### config.mk
export PLATFORM = sky130hd
export DESIGN_NAME = rcs_sub_seq
export DESIGN_NICKNAME = d
export VERILOG_FILES = /design/src/rtl/rcs_pkg.sv /design/src/rtl/rcs_chunk.sv /design/src/rtl/rcs_sub_seq.sv
export SDC_FILE = /design/constraint.sdc
export NUM_CORES = 1
export LEC_CHECK = 0
export BUFFER_PORTS_ARGS = -buffer_cell sky130_fd_sc_hd__buf_2
export CELL_PAD_IN_SITES_DETAIL_PLACEMENT = 1
export CELL_PAD_IN_SITES_GLOBAL_PLACEMENT = 1
export CORE_MARGIN = 2
export CORE_UTILIZATION = 44
export DETAILED_ROUTE_END_ITERATION = 16
export HOLD_SLACK_MARGIN = 0.15
export PLACE_DENSITY_LB_ADDON = 0.1
export REMOVE_ABC_BUFFERS = 1
export SYNTH_ARGS = -nofsm -noshare
export SYNTH_HDL_FRONTEND = slang
export SYNTH_SLANG_ARGS = --single-unit
### constraint.sdc
create_clock -name clk -period 4.3 [get_ports clk]
set_input_delay 0.86 -clock clk [delete_from_list [all_inputs] [get_ports clk]]
set_output_delay 0.86 -clock clk [all_outputs]
set_load 0.01 [all_outputs]
### src/rtl/rcs_pkg.sv
// Shared definitions for the chunked ripple-borrow subtractor: FSM encoding and
// chunk-counter sizing.
package rcs_pkg;

    typedef enum logic [1:0] {
        IDLE = 2'd0,
        RUN  = 2'd1,
        DONE = 2'd2
    } state_e;

    // Counter width for WIDTH/CHUNK chunks; never narrower than one bit.
    function automatic int cnt_width(input int width, input int chunk);
        int n;
        n = width / chunk;
        return (n > 1) ? $clog2(n) : 1;
    endfunction

endpackage

### src/rtl/rcs_chunk.sv
// Combinational CHUNK-bit ripple of full subtractors: {bout, diff} = x - y - bin,
// built as x + ~y + ~bin with the final carry inverted into a borrow.
module rcs_chunk #(
    parameter int CHUNK = 8
) (
    input  logic [CHUNK-1:0] x,
    input  logic [CHUNK-1:0] y,
    input  logic             bin,
    output logic [CHUNK-1:0] diff,
    output logic             bout
);

    always_comb begin : ripple
        logic c;
        c    = ~bin;
        diff = '0;
        for (int i = 0; i < CHUNK; i++) begin
            diff[i] = x[i] ^ ~y[i] ^ c;
            c       = (x[i] & ~y[i]) | (c & (x[i] ^ ~y[i]));
        end
        bout = ~c;
    end

endmodule

### src/rtl/rcs_sub_seq.sv
// Multi-cycle ripple-borrow subtractor d = a - b - bi, CHUNK bits per clock, with a
// start/busy/done handshake. Define RCS_OVERFLOW_EN to add the signed-overflow output ov.
module rcs_sub_seq
    import rcs_pkg::*;
#(
    parameter int WIDTH = 32,
    parameter int CHUNK = 8
) (
    input  logic             clk,
    input  logic             reset_n,
    input  logic             start,
    input  logic [WIDTH-1:0] a,
    input  logic [WIDTH-1:0] b,
    input  logic             bi,
    output logic             busy,
    output logic             done,
    output logic [WIDTH-1:0] d,
    output logic             bo
`ifdef RCS_OVERFLOW_EN
    ,
    output logic             ov
`endif
);

    localparam int            N    = WIDTH / CHUNK;
    localparam int            CW   = cnt_width(WIDTH, CHUNK);
    localparam logic [CW-1:0] LAST = CW'(N - 1);

    state_e           state_q, state_d;
    logic [WIDTH-1:0] a_q, a_d;
    logic [WIDTH-1:0] b_q, b_d;
    logic [WIDTH-1:0] shadow_q, shadow_d;
    logic [WIDTH-1:0] diff_q, diff_d;
    logic             borrow_q, borrow_d;
    logic             bo_q, bo_d;
    logic [CW-1:0]    cnt_q, cnt_d;

    logic [CHUNK-1:0] chunk_diff;
    logic             chunk_bout;
    logic [WIDTH-1:0] shadow_nx;

`ifdef RCS_OVERFLOW_EN
    logic             ov_q, ov_d;
`endif

    // Operands shift right one chunk per RUN cycle, so the active chunk is always
    // the low CHUNK bits; on the final cycle that chunk holds the original MSBs.
    rcs_chunk #(
        .CHUNK(CHUNK)
    ) u_chunk (
        .x   (a_q[CHUNK-1:0]),
        .y   (b_q[CHUNK-1:0]),
        .bin (borrow_q),
        .diff(chunk_diff),
        .bout(chunk_bout)
    );

    // Partial differences enter the shadow from the top; after N cycles chunk 0
    // has been pushed down to bit 0 and the shadow holds the full result.
    assign shadow_nx = (shadow_q >> CHUNK) | (WIDTH'(chunk_diff) << (WIDTH - CHUNK));

    always_comb begin
        state_d  = state_q;
        a_d      = a_q;
        b_d      = b_q;
        shadow_d = shadow_q;
        diff_d   = diff_q;
        borrow_d = borrow_q;
        bo_d     = bo_q;
        cnt_d    = cnt_q;
`ifdef RCS_OVERFLOW_EN
        ov_d     = ov_q;
`endif
        case (state_q)
            IDLE: begin
                if (start) begin
                    a_d      = a;
                    b_d      = b;
                    borrow_d = bi;
                    shadow_d = '0;
                    cnt_d    = '0;
                    state_d  = RUN;
                end
            end
            RUN: begin
                a_d      = a_q >> CHUNK;
                b_d      = b_q >> CHUNK;
                borrow_d = chunk_bout;
                shadow_d = shadow_nx;
                cnt_d    = cnt_q + 1'b1;
                if (cnt_q == LAST) begin
                    diff_d  = shadow_nx;
                    bo_d    = chunk_bout;
`ifdef RCS_OVERFLOW_EN
                    ov_d    = (a_q[CHUNK-1] ^ b_q[CHUNK-1]) &
                              (chunk_diff[CHUNK-1] ^ a_q[CHUNK-1]);
`endif
                    state_d = DONE;
                end
            end
            DONE: begin
                state_d = IDLE;
            end
            default: begin
                state_d = IDLE;
            end
        endcase
    end

    always_ff @(posedge clk or negedge reset_n) begin
        if (!reset_n) begin
            state_q  <= IDLE;
            a_q      <= '0;
            b_q      <= '0;
            shadow_q <= '0;
            diff_q   <= '0;
            borrow_q <= 1'b0;
            bo_q     <= 1'b0;
            cnt_q    <= '0;
`ifdef RCS_OVERFLOW_EN
            ov_q     <= 1'b0;
`endif
        end else begin
            state_q  <= state_d;
            a_q      <= a_d;
            b_q      <= b_d;
            shadow_q <= shadow_d;
            diff_q   <= diff_d;
            borrow_q <= borrow_d;
            bo_q     <= bo_d;
            cnt_q    <= cnt_d;
`ifdef RCS_OVERFLOW_EN
            ov_q     <= ov_d;
`endif
        end
    end

    assign busy = (state_q != IDLE);
    assign done = (state_q == DONE);
    assign d    = diff_q;
    assign bo   = bo_q;
`ifdef RCS_OVERFLOW_EN
    assign ov   = ov_q;
`endif

endmodule
Yosys cells after proc, flatten, opt, wreduce, memory -nomap -nowiden
Index checks and enable logic that the tools add are counted.
- register bits after elaboration: 134
- input port bits: 68
- output and inout port bits: 35
- word-level logic and storage cells: 84
- $add $sub $neg: 1
- eq/ne operators: 5
- multiplexer cells: 13
- bitwise operators: 51
- reductions and logical operators: 6
- operators with widths (operator ; number):
    $pmux W32 S2 ; 3
    $mux W32 ; 3
    $or A24 B32 Y32 ; 1
    $and A1 B1 Y1 ; 16
    $xor A1 B1 Y1 ; 16
    $not A1 Y1 ; 10
    $or A1 B1 Y1 ; 8
    $pmux W2 S2 ; 2
    $mux W2 ; 3
    $reduce_and A2 Y1 ; 3
    $eq A2 B2 Y1 const B ; 2
    $ne A2 B2 Y1 const B ; 2
    $reduce_bool A2 Y1 ; 2
    $add A2 B1 Y2 const B ; 1
    $eq A2 B1 Y1 const B ; 1
    $logic_not A2 Y1 ; 1
    $pmux W1 S2 ; 1
    $mux W1 ; 1

Logic depth before layout (Yosys ltp)
Gate-level depths: netlist of the first run.
- word-level depth: 20
- mapped depth: 12
- depth with buffers taken out: 12

Modules after synthesis
From an unflattened synthesis of the first run, not the netlist that was laid out.
- cell total of the unflattened synthesis: 475
- area, all modules: 5793.1 um2
- by module, submodules not included (module ; times used ; cells an instance ; area an instance (um2) ; seq. area each (um2)):
    rcs_sub_seq ; 1 ; 451 ; 5572.8 ; 3153.0
    rcs_chunk ; 1 ; 24 ; 220.2 ; 0.0

Least setup slack after synthesis of the first run
OpenSTA, ideal clock, no wires.
- kind: register to register
- start: register b_q[0]
- end: register bo_q (netlist: bo)
- library setup time: 125 ps
- data arrival time: 3530 ps
- data required time: 4175 ps
- slack: 645 ps
- cell stages (with the launch flop): 12
- path buffers: 0
- period minus slack after synthesis: 3655 ps
- cell sequence: dfrtp_1 > inv_1 > fa_1 > inv_1 > fa_1 > fa_1 > fa_1 > fa_1 > fa_1 > fa_1 > fa_1 > mux2_2
- longest elaborated chain between the ends: 19
- elaborated cells between the ends (all ways): 20
- classes of those cells: bitwise: 20
- ends and longest elaborated chain (what ; line ; source):
    start, declared ; rcs_sub_seq.sv:31 ; logic [WIDTH-1:0] b_q, b_d;
    start signal, assigned ; rcs_sub_seq.sv:114 ; b_q <= '0;
    start signal, assigned ; rcs_sub_seq.sv:126 ; b_q <= b_d;
    $not A1 Y1 (*) ; rcs_chunk.sv:19 ; c = (x[i] & ~y[i]) | (c & (x[i] ^ ~y[i]));
    $xor A1 B1 Y1 ; rcs_chunk.sv:19 ;
    $and A1 B1 Y1 ; rcs_chunk.sv:19 ;
    $or A1 B1 Y1 (*) ; rcs_chunk.sv:19 ;
    $and A1 B1 Y1 (*) ; rcs_chunk.sv:19 ;
    $or A1 B1 Y1 (*) ; rcs_chunk.sv:19 ;
    $and A1 B1 Y1 (*) ; rcs_chunk.sv:19 ;
    $or A1 B1 Y1 (*) ; rcs_chunk.sv:19 ;
    [... 4 more ...] ; -- ;
    $and A1 B1 Y1 (*) ; rcs_chunk.sv:19 ;
    $or A1 B1 Y1 (*) ; rcs_chunk.sv:19 ;
    $and A1 B1 Y1 (*) ; rcs_chunk.sv:19 ;
    $or A1 B1 Y1 (*) ; rcs_chunk.sv:19 ;
    $and A1 B1 Y1 (*) ; rcs_chunk.sv:19 ;
    $or A1 B1 Y1 (*) ; rcs_chunk.sv:19 ;
    $not A1 Y1 (*) ; rcs_chunk.sv:21 ; bout = ~c;
    via chunk_bout ; rcs_sub_seq.sv:39 ; logic chunk_bout;
    end signal, assigned ; rcs_sub_seq.sv:130 ; bo_q <= bo_d;
    end, declared ; rcs_sub_seq.sv:35 ; logic bo_q, bo_d;
The timed path passes the listed nets; every way through them passes the cells marked *.
A chain may end at the register's enable or synchronous reset.

Final worst setup path of the first run
Same ends and word-level chain as after synthesis.

==> results.yml, run 1 <==
worst_setup_path:
  cp_max_fo: 3
  worstSetupPathType: "reg2reg"
  rr_startpoint: "b_q[0]"
  reg2reg_to: "bo"
  cp-start-kind: "flip-flop"
  cp_slowest_cell: "fa_1"
  crit_family: "adder cells"
  crit_chain: "inv_1 -> fa_1 -> inv_1 -> fa_1 -> fa_1 -> fa_1 -> fa_1 -> fa_1 -> fa_1 -> fa_1 -> mux2_2"
  crit_top_cell: "fa_1"
  worstPathArrival_ps: 4170
  critical_path_required_ps: 4590
  slowest_delay_ps: 420
  rr_worst_depth: 11
  critPathCaptureType: "flip-flop"
  rrSetupSlack_ps: 420
  path_buf_inv: 2
sta:
  finalHoldWorstSlack_ps: 471
  hold_viol: 0
  setup_viol: 0
  rsz0062_at_grt: "false"
  fin_tns_setup_ps: 0
  finClkSkew_ps: 8.04
  fin_ws_ps: 419
  tightest_slew_ps: 825
  maxSlewViolCount: 0
  fmax_mhz: 258
  finalCritPeriodShare_pct: 90.3
  period_needed_ps: 3880
  relSlewSlack_pct: 44.9
route:
  vias_per_cell: 5.67
  dr_total_vias: 4118
  totalWireLength_um: 13900
  ant_nets: 0
  post-route-drc-count: 0
  wl_per_cell_um: 19.1
  first_pass_iters: 4
  detail_route.iter0.violations: 256
final_layout:
  fillCellCount: 1305
  nets: 622
  diodes: 0
  synthToLayoutAreaGrowth_pct: 20.3
  final_util_pct: 54.3
  stdcell_count: 726
  drive_gt1_share_pct: 30.5
  finalInstanceArea_um2: 6540
cts:
  clkLatencyLatePin_ps: 410
  cts-root-buf: "clkbuf_16"
  numCtsBuffers: 17
  h-tree-depth: 4
  cts_tree: "done"
  clk_path_buf_depth: 2
  cts_setup_buffers: 0
  cts.sinks: 126
  clkTransAtPathRegs_ps: 50
  cts_resized: 0
  hold_buffers: 0
grt:
  grt_use_total_pct: 22.1
  grt_max_degree: 77
  first_global_vias: 4335
  grt-ovfl-total: 0
  grt_pass1_wl_um: 22700
  grt_antenna_before_repair: 1
floorplan:
  dieArea_um2: 13300
  rows: 40
  start_util_pct: 45.1
  die_w_um: 115
  ios: 103
  design.core.area_um2: 12100
  die_y_um: 115
logic_synthesis:
  synth_top_area_share_pct: 58.0
  syn-cell-area_um2: 5440
  ys_seq_area_share_pct: 58.0
  syn_inst: 458
  synthTopCellsByArea: "dfrtp_1 (58%), o22ai_1 (11%), mux2_4 (6.1%)"
  ys_warn_count: 0
  syn_avg_cell_area_um2: 11.9
  yosysMostFrequentCell: "dfrtp_1"
  ys_ff_latch: 126
  yosysUniqueCellTypes: 26
  synthTopCellsByCount: "dfrtp_1 (126), o22ai_1 (98), a21oi_1 (50), o21ai_0 (35), nand2_1 (27)"
  synth_area_leader_cell: "dfrtp_1"
  async_flop_share_pct: 100
  synth_edf_count: 0
  yosys_most_used_dff: "dfrtp_1"
placement:
  place_hpwl_um: 8630
  numPortBuffers: 102
  gp_congestion: 0.762
  place_ws_ps: 397
  dp.cells: 694
  post_dp_cell_area_um2: 5970
pwr:
  peakVddDrop_v: 0.000387
  leakage_nw: 3.10
  p_per_area_nw_per_um2: 843
  power.total_mw: 5.52
hold_path:
  worstHoldPathType: "in2async"
run:
  maxCapViolations: 0
status:
  status: "finished, final reports clean"
[report_power, final]
part	internal, mW	total, mW	switching [mW]
Clock	0.882	1.37	0.491
Combinational	0.895	1.95	1.05
Sequential	1.75	2.20	0.446
Total	3.53	5.52	1.99
[routing by layer]
layer	global-route usage (%)	up-vias	wire length, um
met5	0	-	0
met1	29.9	2104	6520
li1	-	1894	-
met3	5.54	23	576
met2	34.1	97	6500
met4	9.64	0	282
[state kept, by name, indices dropped and copies added (netlist names)]
register / flops
a_q: 32
b_q: 32
bo: 1
borrow_q: 1
cnt_q: 2
d: 32
shadow_q: 24
state_q: 2
[worst register-to-register path, delay by kind of cell (launching register included)]
kind | cells | cell delay, ps
adder cells (fa/ha/maj) | 8 | 2940
buffers and inverters | 2 | 130
flip-flops | 1 | 400
multiplexers | 1 | 270
[final cells by class]
cell class	count	area (um2)	area share (%)
Clock buffer	26	519	7.93
Clock inverter	6	55.1	0.841
Sequential cell	126	3150	48.2
Timing Repair Buffer	108	562	8.59
Multi-Input combinational cell	279	2000	30.5
Tap cell	168	210	3.21
Inverter	13	48.8	0.746
[worst max-delay path by stage]
stage,start,endpoint,slack (ps),cells past startpoint
after floorplan,b_q[0],bo,640,11
after global placement,b_q[0],bo,480,11
after detailed placement,b_q[0],bo,400,11
after CTS,b_q[0],bo,390,11
after global routing,b_q[0],bo,270,11
final,b_q[0],bo,420,11
[placed cells by master (no fill, tap or decap)]
cell	count
nor2b_1	1
ha_1	1
buf_2	101
a32o_1	1
nor2_4	1
nand2b_4	2
buf_6	1
mux2_2	4
dfrtp_1	126
clkinv_2	5
a22o_1	23
clkbuf_16	17
inv_2	2
o21ai_0	35
clkbuf_8	6
buf_4	6
clkbuf_1	3
o21bai_2	1
bufinv_16	1
mux2_4	22
and3_1	1
fa_1	8
nor2_1	2
nand2b_1	1
nand2_1	27
o22ai_1	98
inv_1	11
a21oi_1	50
nand3b_4	1
[cells by family after synthesis]
group / Yosys count / share of synthesized area (%)
AND/OR/NAND/NOR: 36 / 3.43
buffers and inverters: 53 / 5.32
flip-flops: 126 / 58.0
AO/OA/AOI/OAI: 208 / 23.2
adder cells (fa/ha/maj): 9 / 3.18
multiplexers: 26 / 6.90
(Power assumes the default switching activity.)
==> run 2: changes to the inputs <==
Settings changed: CTS_CLUSTER_SIZE set to 20, GPL_TIMING_DRIVEN set to 0.
==> results.yml, run 2 (synthesized netlist as in run 1, its figures left out) <==
floorplan:
  die_w_um: 115
  dieArea_um2: 13300
  ios: 103
  rows: 40
  design.core.area_um2: 12100
  start_util_pct: 45.1
  die_y_um: 115
pwr:
  leakage_nw: 3.13
  p_per_area_nw_per_um2: 864
  peakVddDrop_v: 0.000394
  power.total_mw: 5.74
worst_setup_path:
  rrSetupSlack_ps: 350
  worstPathArrival_ps: 4250
  critPathCaptureType: "flip-flop"
  worstSetupPathType: "reg2reg"
  cp_max_fo: 3
  reg2reg_to: "bo"
  cp-start-kind: "flip-flop"
  critical_path_required_ps: 4600
  rr_startpoint: "b_q[0]"
  rr_worst_depth: 11
grt:
  grt_pass1_wl_um: 21900
  met3_usage_pct: 6.80
  first_global_vias: 4219
  gr-usage-met1_pct: 28.9
  met2_usage_pct: 33.8
  grt_use_total_pct: 21.5
  busiest_layer: "met2"
  grt-ovfl-total: 0
  grt_max_degree: 76
  grt_antenna_before_repair: 1
sta:
  fin_ws_ps: 346
  finalCritPeriodShare_pct: 92.0
  fin_tns_setup_ps: 0
  finalHoldWorstSlack_ps: 387
  finClkSkew_ps: 8.52
  fmax_mhz: 253
  hold_viol: 0
  period_needed_ps: 3950
  relSlewSlack_pct: 27.0
  setup_viol: 0
  tightest_slew_ps: 1100
  rsz0062_at_grt: "false"
  maxSlewViolCount: 0
final_layout:
  fillCellCount: 1258
  final_util_pct: 55.0
  synthToLayoutAreaGrowth_pct: 22.1
  final_common_cell: "dfrtp_1"
  nets: 618
  final_cell_mix: "dfrtp_1 (126), buf_2 (101), o22ai_1 (98)"
  multi_input_area_um2: 2000
  diodes: 0
  register_area_um2: 3150
  drive_gt1_share_pct: 30.1
cts:
  hold_buffers: 0
  clkLatencyLatePin_ps: 420
  cts_setup_buffers: 0
  h-tree-depth: 4
  cts.sinks: 126
  clkTransAtPathRegs_ps: 50
  cts-root-buf: "clkbuf_16"
  clk_path_buf_depth: 2
  cts_resized: 0
  cts_tree: "done"
  numCtsBuffers: 17
route:
  detail_route.iter0.violations: 277
  totalWireLength_um: 13400
  wl_per_cell_um: 18.5
  vias_per_cell: 5.65
  first_pass_iters: 4
  post-route-drc-count: 0
  dr_total_vias: 4079
  ant_nets: 0
hold_path:
  worstHoldPathType: "in2async"
placement:
  numPortBuffers: 102
  place_hpwl_um: 8000
  place_ws_ps: 357
  gp_congestion: 0.795
status:
  status: "finished, final reports clean"
run:
  maxCapViolations: 0
==> run 2: cell types whose count changed in the layout (fill, tap and decap cells not counted), moves of 2 or more <==
cell,before,now
buf_4,6,0
bufinv_16,1,6
clkbuf_8,6,2
clkinv_2,5,3
==> run 2: power by group <==
group | internal (mW) | switching [mW]
registers | 1.75 | 0.437
logic | 0.892 | 1.04
clock network | 1.11 | 0.506
==> run 2: worst max path at each step <==
| stage | start | slack [ps] | end | cells past startpoint |
|---|---|---|---|---|
| 6_report | b_q[0] | 350 | bo | 11 |
| 5_1_grt | borrow_q | 230 | borrow_q | 12 |
| 4_1_cts | borrow_q | 350 | bo | 11 |
| 3_5_place_dp | b_q[0] | 360 | bo | 11 |
| 3_3_place_gp | b_q[0] | 350 | bo | 11 |
| 2_1_floorplan | b_q[0] | 640 | bo | 11 |
==> run 2: worst max-delay path: stages, from the launching register on <==
cell     delay [ps]
dfrtp_1         400
inv_1            90
fa_1            170
inv_1            60
fa_1            380
fa_1            420
fa_1            420
fa_1            400
fa_1            410
fa_1            390
fa_1            420
mux2_2          270
==> run 2: final cells by class <==
class	count	share of cell area, %
Clock buffer	21	6.94
Clock inverter	11	3.19
Inverter	13	0.735
Multi-Input combinational cell	279	30.1
Sequential cell	126	47.5
Tap cell	168	3.17
Timing Repair Buffer	104	8.42
==> run 2: through the flow <==
step	area, um2	instances
after floorplan	5200	418
after global routing	6640	722
after global placement	5920	688
final	6640	722
after CTS	6640	722
after detailed placement	5970	690
==> run 2: per-layer routing <==
| metal | vias up | routed length, um |
|---|---|---|
| met4 | 0 | 165 |
| met3 | 17 | 601 |
| li1 | 1894 | - |
| met5 | - | 0 |
| met2 | 105 | 6500 |
| met1 | 2063 | 6110 |
